File: src/rtl/sound_mixer.sv
`default_nettype none
// ============================================================================
//  Module   : sound_mixer
//  Purpose  : Game-Boy style four-channel stereo mixer. On each sample_strobe
//             the channel levels and panning/volume registers are captured,
//             summed per side, scaled by master volume and pushed into a
//             small stereo sample FIFO drained by a valid/ready consumer.
//  Revision : 1.0  initial release
// ----------------------------------------------------------------------------
//  Parameters
//    FIFO_DEPTH      stereo entries buffered (power of two, 2..16)
//  Ports
//    clk             single clock
//    reset           synchronous active-high reset
//    sample_strobe   one-cycle request for one mixed stereo sample
//    ch1..4_level    4-bit channel output levels
//    nr50            [6:4] left volume, [2:0] right volume (7,3 ignored)
//    nr51            [7:4] left enables ch4..ch1, [3:0] right enables ch4..ch1
//    sound_enable    master on (NR52 bit 7)
//    out_valid       FIFO head holds a sample
//    out_ready       consumer accepts head this cycle
//    out_left/right  head sample
//    fifo_count      occupied entries
//    overflow        sticky dropped-sample flag
//    overflow_clear  clears overflow
//  Build option
//    SOUND_MIXER_DC_CENTER_EN  when defined, samples are two's-complement
//                              centred on zero: (product<<7) - 30720
// ============================================================================
module sound_mixer #(
    parameter int FIFO_DEPTH = 4
) (
    input  logic                            clk,
    input  logic                            reset,
    input  logic                            sample_strobe,
    input  logic [3:0]                      ch1_level,
    input  logic [3:0]                      ch2_level,
    input  logic [3:0]                      ch3_level,
    input  logic [3:0]                      ch4_level,
    input  logic [7:0]                      nr50,
    input  logic [7:0]                      nr51,
    input  logic                            sound_enable,
    output logic                            out_valid,
    input  logic                            out_ready,
    output logic [15:0]                     out_left,
    output logic [15:0]                     out_right,
    output logic [$clog2(FIFO_DEPTH):0]     fifo_count,
    output logic                            overflow,
    input  logic                            overflow_clear
);

    localparam int PTR_W = $clog2(FIFO_DEPTH);
    localparam int CNT_W = PTR_W + 1;

    // nr50 bits 7 and 3 (VIN routing) have no effect on the mix
    logic unused_nr50_bits;
    assign unused_nr50_bits = nr50[7] ^ nr50[3];

    // ------------------------------------------------------------------
    // S1: capture inputs on the strobe
    // ------------------------------------------------------------------
    logic       s1_valid;
    logic [3:0] s1_l1, s1_l2, s1_l3, s1_l4;
    logic [2:0] s1_vol_l, s1_vol_r;
    logic [7:0] s1_nr51;
    logic       s1_en;

    always_ff @(posedge clk) begin
        if (reset) begin
            s1_valid <= 1'b0;
        end else begin
            s1_valid <= sample_strobe;
        end
        if (sample_strobe) begin
            s1_l1    <= ch1_level;
            s1_l2    <= ch2_level;
            s1_l3    <= ch3_level;
            s1_l4    <= ch4_level;
            s1_vol_l <= nr50[6:4];
            s1_vol_r <= nr50[2:0];
            s1_nr51  <= nr51;
            s1_en    <= sound_enable;
        end
    end

    // ------------------------------------------------------------------
    // S2: per-side sum of enabled channels (mask bit 0 = ch1 ... 3 = ch4)
    // ------------------------------------------------------------------
    function automatic logic [5:0] side_sum(input logic [3:0] mask,
                                            input logic [3:0] a,
                                            input logic [3:0] b,
                                            input logic [3:0] c,
                                            input logic [3:0] d);
        side_sum = {2'b00, a & {4{mask[0]}}} + {2'b00, b & {4{mask[1]}}}
                 + {2'b00, c & {4{mask[2]}}} + {2'b00, d & {4{mask[3]}}};
    endfunction

    logic       s2_valid;
    logic [5:0] s2_sum_l, s2_sum_r;
    logic [2:0] s2_vol_l, s2_vol_r;
    logic       s2_en;

    always_ff @(posedge clk) begin
        if (reset) begin
            s2_valid <= 1'b0;
        end else begin
            s2_valid <= s1_valid;
        end
        s2_sum_l <= side_sum(s1_nr51[7:4], s1_l1, s1_l2, s1_l3, s1_l4);
        s2_sum_r <= side_sum(s1_nr51[3:0], s1_l1, s1_l2, s1_l3, s1_l4);
        s2_vol_l <= s1_vol_l;
        s2_vol_r <= s1_vol_r;
        s2_en    <= s1_en;
    end

    // ------------------------------------------------------------------
    // S3: scale by (volume + 1); 60 * 8 = 480 fits in 9 bits
    // ------------------------------------------------------------------
    logic       s3_valid;
    logic [8:0] s3_prod_l, s3_prod_r;
    logic       s3_en;
    logic [3:0] vol_l_p1, vol_r_p1;

    assign vol_l_p1 = {1'b0, s2_vol_l} + 4'd1;
    assign vol_r_p1 = {1'b0, s2_vol_r} + 4'd1;

    always_ff @(posedge clk) begin
        if (reset) begin
            s3_valid <= 1'b0;
        end else begin
            s3_valid <= s2_valid;
        end
        s3_prod_l <= {3'b000, s2_sum_l} * {5'b00000, vol_l_p1};
        s3_prod_r <= {3'b000, s2_sum_r} * {5'b00000, vol_r_p1};
        s3_en     <= s2_en;
    end

    // ------------------------------------------------------------------
    // Sample formatting
    // ------------------------------------------------------------------
    logic [15:0] raw_l, raw_r, smp_l, smp_r;

    assign raw_l = {s3_prod_l, 7'b0000000};
    assign raw_r = {s3_prod_r, 7'b0000000};

`ifdef SOUND_MIXER_DC_CENTER_EN
    // Modulo-2^16 subtraction yields the two's-complement result directly
    assign smp_l = s3_en ? (raw_l - 16'd30720) : 16'h0000;
    assign smp_r = s3_en ? (raw_r - 16'd30720) : 16'h0000;
`else
    assign smp_l = s3_en ? raw_l : 16'h0000;
    assign smp_r = s3_en ? raw_r : 16'h0000;
`endif

    // ------------------------------------------------------------------
    // Sample FIFO
    // ------------------------------------------------------------------
    logic [15:0]      mem_l [FIFO_DEPTH];
    logic [15:0]      mem_r [FIFO_DEPTH];
    logic [PTR_W-1:0] wr_ptr, rd_ptr;
    logic [CNT_W-1:0] count;
    logic             full, rd_en, wr_en, drop;

    assign full  = (count == CNT_W'(FIFO_DEPTH));
    assign rd_en = out_valid & out_ready;
    // A write into a full FIFO still succeeds when the head leaves this cycle
    assign wr_en = s3_valid & (~full | rd_en);
    assign drop  = s3_valid & full & ~rd_en;

    always_ff @(posedge clk) begin
        if (wr_en) begin
            mem_l[wr_ptr] <= smp_l;
            mem_r[wr_ptr] <= smp_r;
        end
    end

    always_ff @(posedge clk) begin
        if (reset) begin
            wr_ptr   <= '0;
            rd_ptr   <= '0;
            count    <= '0;
            overflow <= 1'b0;
        end else begin
            // Power-of-two depth: pointer wrap is natural overflow
            if (wr_en) wr_ptr <= wr_ptr + PTR_W'(1);
            if (rd_en) rd_ptr <= rd_ptr + PTR_W'(1);
            case ({wr_en, rd_en})
                2'b10:   count <= count + CNT_W'(1);
                2'b01:   count <= count - CNT_W'(1);
                default: count <= count;
            endcase
            // A drop in the same cycle as a clear wins
            if (drop)
                overflow <= 1'b1;
            else if (overflow_clear)
                overflow <= 1'b0;
        end
    end

    assign out_valid  = (count != '0);
    assign fifo_count = count;
    assign out_left   = out_valid ? mem_l[rd_ptr] : 16'h0000;
    assign out_right  = out_valid ? mem_r[rd_ptr] : 16'h0000;

endmodule
`default_nettype wire
File: config.mk
export PLATFORM = sky130hd
export DESIGN_NAME = sound_mixer
export DESIGN_NICKNAME = d
export VERILOG_FILES = /design/src/rtl/sound_mixer.sv
export SDC_FILE = /design/constraint.sdc
export NUM_CORES = 1
export LEC_CHECK = 0
export CORE_MARGIN = 2
export CORE_UTILIZATION = 55
export DETAILED_ROUTE_END_ITERATION = 10
export DONT_BUFFER_PORTS = 1
export PLACE_DENSITY = 0.71
export SLEW_MARGIN = 25
export SYNTH_ARGS = -nofsm -noshare
export SYNTH_HDL_FRONTEND = slang
export SYNTH_SLANG_ARGS = --single-unit
File: constraint.sdc
create_clock -name clk -period 4.2 [get_ports clk]
set_input_delay 0.42 -clock clk [delete_from_list [all_inputs] [get_ports clk]]
set_output_delay 0.42 -clock clk [all_outputs]
set_load 0.05 [all_outputs]
# After elaboration in Yosys (flattened, before gate mapping)
# Memories as Yosys holds them, arrays and structs flattened. A register that Yosys moved wholly into a read port is not among the register bits.
# Cells that the tools add are included.
op_classes:
  n_mux: 13
  eq_ne: 3
  bitwise_logic: 15
  reduce_logical: 3
  n_addsub: 12
  multipliers: 2
op_table:
  columns: ["op", "n"]
  rows:
  - ["16-bit two-way mux", 4]
  - ["4-bit AND", 8]
  - ["6-bit by 4-bit multiplier with 9-bit output", 2]
  - ["5-bit by 4-bit adder with 6-bit output", 2]
  - ["6-bit by 4-bit adder with 6-bit output", 2]
  - ["4-bit by 4-bit adder with 5-bit output", 2]
  - ["3-bit by 1-bit adder with 4-bit output (second input constant)", 2]
  - ["2-bit two-way mux", 4]
  - ["3-bit case mux with 2 select lines", 1]
  - ["2-bit by 1-bit adder with 2-bit output (second input constant)", 2]
  - ["1-bit AND", 4]
  - ["1-bit two-way mux", 4]
  - ["2-bit nonzero test", 2]
  - ["3-bit by 1-bit adder with 3-bit output (second input constant)", 1]
  - ["3-bit == test (second input constant)", 1]
  - ["3-bit nonzero test", 1]
  - ["3-bit by 1-bit subtractor with 3-bit output (second input constant)", 1]
  - ["2-bit by 1-bit == test with 1-bit output (second input constant)", 1]
  - ["2-bit == test (second input constant)", 1]
  - ["1-bit inverter", 2]
  - ["1-bit OR", 1]
word_totals:
  wordCells: 73
  output_inout_bits: 37
  inputBits: 38
  ramBits: 128
  mem_count: 2
  register_bits: 80
memory_table:
  columns: ["memory", "depth", "width", "read_ports", "rd_clocked_by_memory_dff", "write_ports", "line_no", "rtl"]
  rows:
  - ["mem_l", 4, 16, 1, 1, 1, "158", "logic [15:0] mem_l [FIFO_DEPTH];"]
  - ["mem_r", 4, 16, 1, 1, 1, "159", "logic [15:0] mem_r [FIFO_DEPTH];"]

# Logic depth before layout (Yosys ltp)
# Gate-level depths: netlist of the first run.
logic_depth:
  ltp_word: 6
  depth_mapped: 12

# Least setup slack after synthesis of the first run
# OpenSTA, ideal clock, no wires.
synth_timing:
  kind: "flip-flop to flip-flop"
  from: "register s2_vol_r[0]"
  to: "register s3_prod_r[8]"
  n_path_buf: 0
  period_less_slack_ns: 3.129
  setup_time_ns: 0.121
  arrival_ns: 3.008
  path_stages_with_launch: 13
  setup_slack_ns: 1.071
  path_cell_list: "dfxtp_1 -> ha_1 -> xor2_1 -> nand2_1 -> fa_1 -> inv_1 -> fa_1 -> inv_1 -> fa_1 -> nor2b_1 -> o31a_1 -> o22ai_1 -> xnor2_1"
synth_via:
  elab_chain_cells: 2
synth_lines:
  columns: ["item", "line_no", "rtl"]
  rows:
  - ["from (decl)", "100", "logic [2:0] s2_vol_l, s2_vol_r;"]
  - ["from (signal assigned)", "112", "s2_vol_r <= s1_vol_r;"]
  - ["3-bit by 1-bit adder with 4-bit output", "125", "assign vol_r_p1 = {1'b0, s2_vol_r} + 4'd1;"]
  - ["6-bit by 4-bit multiplier with 9-bit output", "134", "s3_prod_r <= {3'b000, s2_sum_r} * {5'b00000, vol_r_p1};"]
  - ["to (signal assigned)", "134", null]
  - ["to (decl)", "120", "logic [8:0] s3_prod_l, s3_prod_r;"]
# Every way passes these cells.
# A chain may end at the register's enable or synchronous reset.

# Worst setup path after layout of the first run
# Ends and elaborated chain as after synthesis.

==> impl_metrics.toml, run 1 <==
[yosys]
synth_top_cell_by_area = "edfxtp_1"
yosys_warnings = 0
synth_cell_types = 33
yosysTopAreaCellShare = 0.423
syn_inst = 529
ys_seq_elements = 154
avgSynthCellArea_um2 = 13.8
synth_area_mm2 = 0.00731
yosysSeqAreaShare = 0.563
synth.area.top_cells = "edfxtp_1, dfxtp_1, fa_1"

[sta]
hold_viol_final = 0
worst_hold_slack_ps = 61.5
rsz0062_at_grt = "false"
timing.final.ws_setup_ps = 773
fmax_mhz = 292
clock_skew_ps = 11.9
slew_viol_final = 0
relSlewSlack = 0.335
fin_crit_ps = 3430
finalSetupTns_ps = 0
fin_crit_sh = 0.816
setup_viol = 0
worstMarginPinSlew_ps = 997

[clock_tree]
cts_tree = "done"
post_cts_buffers = 0
cts_hold_buf = 0
clkSlewWorstSetupHoldPaths_ps = 60
cts_sinks = 154
cts_root_buf = "clkbuf_16"
post_cts_resized = 0
htreeDepth = 4
cts_buffers = 17
clkLatencyLatePin_ps = 420
cts_buffer_depth = 2

[drt]
vias = 3640
drc = 0
drtIter0Drc = 169
wire_per_inst_um = 14.7
vias_per_cell = 5.00
wl_mm = 10.7
firstDrtPassIters = 6
antenna_left = 0

[critical_path]
required_ps = 4500
cpMaxStageDelayCell = "fa_1"
critPathCaptureType = "flop"
crit_buf_inv = 2
worstPathCellList = "ha_1 > xor2_1 > nand2_1 > fa_1 > inv_1 > fa_1 > inv_1 > fa_1 > nor2b_1 > o31a_1 > o22ai_1 > xnor2_1"
path_common_cell = "fa_1"
cp-start-kind = "flop"
path_depth = 12
crit_family = "adder cells"
setup.worst_path.class = "reg2reg"
cp_max_fo = 8
cp_slowest_stage_delay_ps = 560
cp.arrival_ps = 3730
worstRegToRegCells = 12

[place]
portBuffers = 0
dp_hpwl_mm = 7.64
pre_cts_ws_ps = 746
post-place-cells = 696
gp_congestion = 0.929
place_area_mm2 = 0.00743

[floorplan]
dieWidth_um = 119
die_area_mm2 = 0.0142
io_pins = 75
core_mm2 = 0.0131
die_h_um = 119
initial_core_util = 0.557
rows = 42

[layout]
nets = 651
synthToLayoutAreaGrowth_pct = 10.0
diodes = 0
fin_area_mm2 = 0.00805
final_cell_mix = "edfxtp_1, and2_1, inv_1"
num-fill-cells = 1061
drive_above_1_share = 0.0779
utilization = 0.613
layout.cells.non_filler = 728
layout_commonest_cell = "edfxtp_1"

[status]
run_status = "complete, no violations"

[power_and_ir_drop]
leakagePower_nw = 3.28
powerDensity_mw_per_mm2 = 573
total_power_mw = 4.61
peakVddDrop_uv = 365

[global_routing]
first_global_vias = 3722
grt_max_degree = 33
antenna_found_initial = 1
grt_pass1_wl_mm = 17.8
grt_overflow = 0
grt.total_usage = 0.167

[hold_path]
worstHoldPathType = "in2reg"
hold_depth = 1

[flow_run]
maxCapViolations = 0
[cells by family (layout without fill, tap and decap cells)]
| kind of cell | after synthesis | count (layout) | share of synthesized area |
|---|---|---|---|
| other cells | 1 | 14 | 0.000513 |
| buf+inv | 74 | 84 | 0.0488 |
| mux | 19 | 19 | 0.0609 |
| xor+xnor | 23 | 23 | 0.0275 |
| flops | 154 | 154 | 0.563 |
| simple gates | 157 | 157 | 0.117 |
| compound gates | 27 | 27 | 0.0226 |
| fa+ha+maj | 74 | 74 | 0.160 |
[worst register-to-register path, delay by kind of cell (launching register included)]
kind                     cells  cell delay (ps)
flip-flops                   1              450
buffers and inverters        2              110
AO/OA/AOI/OAI                2              260
adder cells (fa/ha/maj)      4             1730
AND/OR/NAND/NOR              2              300
XOR/XNOR                     2              470
[final timing paths]
| check | endpoint | slack (ps) | startpoint |
|---|---|---|---|
| hold / removal | flop | 60 | reset |
| setup / recovery | s3_prod_r[8]$_DFF_P_ | 770 | s2_vol_r[0]$_DFF_P_ |
| hold reg to reg | s3_en$_DFF_P_ | 330 | s2_en$_DFF_P_ |
| setup reg to reg | s3_prod_r[8]$_DFF_P_ | 770 | s2_vol_r[0]$_DFF_P_ |
[flip-flops by register name, summed over array words and instances, names as in the netlist, 2 cells and up, named ones only]
name,cells
s3_prod_r,9
s1_l1,4
s2_vol_l,3
s2_sum_l,6
rd_ptr,2
s1_nr51,8
s1_vol_l,3
mem_l,36
s3_prod_l,9
fifo_count,3
s1_l4,4
s2_vol_r,3
mem_r,36
s1_l2,4
wr_ptr,2
s2_sum_r,6
s1_vol_r,3
s1_l3,4
[metal layers]
metal / GRT usage / vias to the layer above / wire (µm)
met2: 0.294 / 91 / 5540
met3: 0.0460 / 19 / 482
met4: 0.0735 / 2 / 206
met5: 0 / - / 13
met1: 0.192 / 1741 / 4480
li1: - / 1787 / -
[power breakdown]
part / leakage [nW] / internal [mW] / total, mW / switching [mW]
Clock: 0.298 / 1.01 / 1.58 / 0.568
Combinational: 1.56 / 0.477 / 1.09 / 0.615
Sequential: 1.43 / 1.83 / 1.94 / 0.107
[cells in the mapped netlist (all sizes together)]
library cell / number
edfxtp: 103
and2: 74
dfxtp: 51
inv: 51
ha: 41
nand2: 39
fa: 33
buf: 18
mux4: 18
nor2b: 17
xnor2: 15
nor2: 13
a21oi: 11
xor2: 8
nand2b: 6
clkbuf: 5
a21o: 4
o21ai: 4
and3: 2
o211ai: 2
o21a: 2
o22ai: 2
o31a: 2
or2: 2
or3: 2
conb: 1
mux2i: 1
nand3: 1
nor4b: 1
[layout make-up]
cell class	instances	area (µm²)	share of cell area
Sequential cell	154	4120	0.511
Multi-Input combinational cell	314	2890	0.359
Clock buffer	21	450	0.0560
Tap cell	176	220	0.0274
Inverter	51	191	0.0238
Clock inverter	11	171	0.0213
Timing Repair Buffer	1	7.51	0.000933
Note: power is estimated with default switching activity, not from simulation.
==> run 2, diff against run 1 <==
PLACE_DENSITY = 0.74   (was 0.71)
clock period = 2.75 ns   (was 4.2 ns; I/O delays follow)
==> run 2 against run 1 <==
  * Clock-buffer cell count increased by 1
  * Sequential power grew 52%
  * Fmax grew 18%
  * Worst setup slack worse by 920 ps
  * Sequential share of layout area fell by 4.9 points
  * Core utilization increased by 6.6 points
  * Critical path depth is 1 lower
  * Worst hold slack better by 13 ps
  * The flow now finishes with violations (negative setup slack)
  * First-iteration DRC count increased by 56%
  * Via count rose by 10%
  * Power grew 64%
==> impl_metrics.toml, run 2 (same netlist as run 1, synthesis figures left out) <==
[sta]
worstMarginPinSlew_ps = 976
slew_viol_final = 0
clock_skew_ps = 10.3
rsz0062_at_grt = "true"
relSlewSlack = 0.349
setup_viol = 6
fin_crit_sh = 1.05
timing.final.ws_setup_ps = -144
fmax_mhz = 346
hold_viol_final = 0
fin_crit_ps = 2890
worst_hold_slack_ps = 74.6

[layout]
synthToLayoutAreaGrowth_pct = 21.9
diodes = 0
nets = 728
drive_above_1_share = 0.203
final_cell_mix = "edfxtp_1, and2_1, inv_1, dfxtp_1, buf_4"
layout_commonest_cell = "edfxtp_1"
fin_area_mm2 = 0.00892
utilization = 0.679
biggestRegsByFlops = "mem_l (36), mem_r (36)"

[floorplan]
initial_core_util = 0.557
rows = 42
io_pins = 75
dieWidth_um = 119
core_mm2 = 0.0131
die_area_mm2 = 0.0142
die_h_um = 119

[clock_tree]
cts_sinks = 154
cts_buffers = 17
cts_tree = "done"
cts_root_buf = "clkbuf_16"
cts_buffer_depth = 2
clkSlewWorstSetupHoldPaths_ps = 60
clkLatencyLatePin_ps = 430
htreeDepth = 4

[power_and_ir_drop]
peakVddDrop_uv = 500
leakagePower_nw = 3.67
powerDensity_mw_per_mm2 = 848
total_power_mw = 7.56

[global_routing]
grt_overflow = 0
grt.total_usage = 0.185
grt_max_degree = 33
first_global_vias = 4313
antenna_found_initial = 0
grt_pass1_wl_mm = 20.1

[drt]
highest_layer = "met4"
vias_per_cell = 4.98
wirelength_met1_mm = 4.79
met2_length_mm = 6.38
wl_mm = 12.0
wire_per_inst_um = 14.9
firstDrtPassIters = 4
route.met3.wl_um = 470
antenna_left = 0
drc = 0
drtIter0Drc = 264
vias = 4007

[critical_path]
cp-start-kind = "flop"
r2r_slack_ps = -140
worstRegToRegCells = 11
cp.arrival_ps = 3200
cp_max_fo = 4
worstSetupStartpoint = "s2_vol_r[2]$_DFF_P_"
setup.worst_path.class = "reg2reg"
timing.rr.end = "s3_prod_r[8]$_DFF_P_"
critPathCaptureType = "flop"
required_ps = 3060
reg2reg_from = "s2_vol_r[2]$_DFF_P_"

[hold_path]
worstHoldPathType = "in2reg"
min_from = "overflow_clear"
hold_depth = 3
min_delay_worst_endpoint = "overflow$_SDFFE_PP0P_"

[status]
run_status = "complete, but fails checks"
violations = "negative setup slack"

[place]
gp_congestion = 0.920
dp_hpwl_mm = 7.88
place_area_mm2 = 0.00783
portBuffers = 0

[flow_run]
maxCapViolations = 0
run 2: per-layer routing:
metal	track usage	vias to the layer above
li1	-	1944
met1	0.205	1935
met2	0.333	98
met3	0.0426	30
met4	0.0956	0
met5	0	-
run 2: worst max-delay path by stage:
stage / slack [ps] / endpoint
floorplan: -40 / s3_prod_l[8]$_DFF_P_
global placement: -120 / s3_prod_l[7]$_DFF_P_
detailed placement: -180 / s3_prod_r[8]$_DFF_P_
CTS: -180 / s3_prod_r[8]$_DFF_P_
global route: -250 / s3_prod_r[8]$_DFF_P_
finish: -140 / s3_prod_r[8]$_DFF_P_
run 2: worst max-delay path, cell delays in order, from the launching register on:
cell and delay (ps):
dfxtp_1 420, and3_4 240, nand2_1 80, fa_1 560, inv_2 40, fa_1 510, inv_1 60, fa_2 360
nor2b_4 130, o31a_1 170, o22ai_2 80, xnor2_1 120
run 2: layout make-up:
class	count	area, µm²
clock inverter	10	92.6
tap	176	220
sequential	154	4130
timing repair buffer	78	689
clock buffer	22	474
inverter	51	191
multi-input combinational	314	3120
fill	907	4220
run 2: timing repair:
action | in CTS | in global routing
buffers inserted | 2 | 5
resized for setup | 12 | 15
endpoints found under the hold margin | 75 | 0
endpoints found under the setup margin | 7 | 11
pin swaps | 15 | 16
hold buffers | 33 | 0
run 2: power breakdown:
part,internal (mW),leakage [nW],switching [mW]
clock,1.32,0.271,0.880
combinational,1.23,1.98,1.20
sequential,2.80,1.43,0.146
total,5.34,3.67,2.22
run 2: through the flow:
step                instances  setup slack (ps)  setup TNS, ps
floorplan                 542             -44.4          -79.0
global placement          733              -120           -482
detailed placement        733              -180           -870
CTS                       800              -183           -445
global route              805              -249          -1150
finish                    805              -144           -334
==> run 3, diff against run 2 <==
CAP_MARGIN = 30   (was not set)
CORE_MARGIN = 5   (was 2)
==> run 3 against run 2 <==
  * The flow still finishes with violations (negative setup slack)
  * Critical endpoint unchanged
  * Die area is 10% higher
  * Power is 3.0% lower
  * Cell area is 0.93% lower
  * Worst hold slack better by 1.6 ps
  * Fmax hardly changed
  * Global-route usage is 1.6 points lower
  * Non-clock buffer count stayed put
  * First-iteration DRC count is 25% lower
  * Clock skew is 0.91 ps lower
  * Clock-buffer cell count is 5 lower
  * Sequential share of layout area is 0.45 points higher
  * Worst setup slack worse by 2.4 ps
==> impl_metrics.toml, run 3 (same netlist as run 1, synthesis figures left out) <==
[sta]
worstMarginPinSlew_ps = 942
hold_viol_final = 0
slew_viol_final = 0
relSlewSlack = 0.372
fin_crit_ps = 2900
fin_crit_sh = 1.05
setup_viol = 7
fmax_mhz = 345
clock_skew_ps = 9.34
finalSetupTns_ps = -462
rsz0062_at_grt = "true"
timing.final.ws_setup_ps = -147

[floorplan]
initial_core_util = 0.557
core_mm2 = 0.0131
die_h_um = 125
die_area_mm2 = 0.0157
dieWidth_um = 125
rows = 42
io_pins = 75

[layout]
diodes = 0
layout_commonest_cell = "edfxtp_1"
ff_latch_area_mm2 = 0.00413
synthToLayoutAreaGrowth_pct = 20.8
drive_above_1_share = 0.193
final_cell_mix = "edfxtp_1, and2_1, inv_1"
nets = 728
layout.cells.non_filler = 804
multi_input_area_mm2 = 0.00307
num-fill-cells = 925
biggestRegsByFlops = "mem_l (36), mem_r (36)"

[critical_path]
worstSetupStartpoint = "s2_vol_r[0]$_DFF_P_"
cp.arrival_ps = 3240
critPathCaptureType = "flop"
required_ps = 3100
cp_max_fo = 6
path_depth = 12
crit_family = "adder cells"
reg2reg_from = "s2_vol_r[0]$_DFF_P_"
worstPathCellList = "ha_4 > xor2_4 > and2_4 > fa_1 > inv_1 > fa_1 > inv_2 > ha_4 > nor2b_4 > o31a_1 > o22ai_1 > xnor2_1"
cpMaxStageDelayCell = "fa_1"
worstRegToRegCells = 12
r2r_slack_ps = -150
cp-start-kind = "flop"
setup.worst_path.class = "reg2reg"
setup.worst_path.end = "s3_prod_r[8]$_DFF_P_"
crit_buf_inv = 2
timing.rr.end = "s3_prod_r[8]$_DFF_P_"
cp_slowest_stage_delay_ps = 490

[global_routing]
first_global_vias = 4403
antenna_found_initial = 0
grt_max_degree = 33
grt_overflow = 0
grt_pass1_wl_mm = 20.8
grt.total_usage = 0.170

[clock_tree]
htreeDepth = 4
cts_buffer_depth = 2
cts_buffers = 17
clkSlewWorstSetupHoldPaths_ps = 60
cts_tree = "done"
cts_sinks = 154
cts_root_buf = "clkbuf_16"
clkLatencyLatePin_ps = 430

[power_and_ir_drop]
total_power_mw = 7.33
leakagePower_nw = 3.64
peakVddDrop_uv = 456
powerDensity_mw_per_mm2 = 830

[hold_path]
worstHoldPathType = "in2reg"

[drt]
wl_mm = 12.5
vias_per_cell = 5.04
antenna_left = 0
drtIter0Drc = 198
wire_per_inst_um = 15.5
firstDrtPassIters = 4
vias = 4054
drc = 0

[place]
dp_hpwl_mm = 8.35
portBuffers = 0
post-place-cells = 735
gp_congestion = 0.899

[flow_run]
maxCapViolations = 0

[status]
run_status = "complete, but fails checks"
violations = "negative setup slack"
==> run 3: cell types whose count changed in the layout (fill, tap and decap cells not counted), sizes merged <==
cell / change
clkbuf: -5
clkinv: +4
clkinvlp: +1
inv: -1
==> run 3: what timing repair did <==
item | in CTS | in global routing
gates resized for setup | 9 | 8
pin swaps | 11 | 6
hold buffers | 33 | 0
buffers inserted | 0 | 3
endpoints found under the hold margin | 75 | 0
endpoints found under the setup margin | 8 | 10
==> run 3: layout make-up <==
type                    count  area share
well taps                 176      0.0249
multi-input cells         314       0.347
inverters                  51      0.0217
repair buffers             78      0.0789
clock buffers              17      0.0482
clock inverters            14      0.0120
flip-flops and latches    154       0.467
==> run 3: worst min-delay path by stage <==
stage                         from                     to  slack (ps)  cells after the start
finish              overflow_clear  overflow$_SDFFE_PP0P_          80                      3
global route        overflow_clear  overflow$_SDFFE_PP0P_          70                      3
CTS                 overflow_clear  overflow$_SDFFE_PP0P_          70                      3
detailed placement   s2_en$_DFF_P_          s3_en$_DFF_P_         320                      0
global placement     s2_en$_DFF_P_          s3_en$_DFF_P_         310                      0
floorplan            s2_en$_DFF_P_          s3_en$_DFF_P_         310                      0
==> run 3: power by group <==
part	switching (mW)	internal (mW)
clock network	0.877	1.22
logic	1.14	1.15
registers	0.142	2.80
total	2.16	5.17
==> run 3: through the flow <==
| stage | hold slack [ps] | setup slack, ps | utilization | cell area (µm²) |
|---|---|---|---|---|
| 2_1_floorplan | 310 | -44.4 | - | 7490 |
| 3_3_place_gp | 311 | -113 | 0.597 | 7850 |
| 3_5_place_dp | 315 | -196 | 0.597 | 7850 |
| 4_1_cts | 65.6 | -171 | 0.667 | 8760 |
| 5_1_grt | 74.9 | -279 | 0.672 | 8830 |
| 6_report | 76.3 | -147 | 0.672 | 8830 |
==> run 3: worst min-delay path, delay by kind of cell <==
kind             cells  cell delay (ps)
AO/OA/AOI/OAI        1              100
AND/OR/NAND/NOR      2               70
==> run 3: per-layer routing <==
layer,vias up,GRT usage,wire length (µm)
met5,-,0,0
met4,0,0.0721,288
met3,27,0.0456,580
met2,99,0.311,6810
met1,1988,0.184,4780
li1,1940,-,-
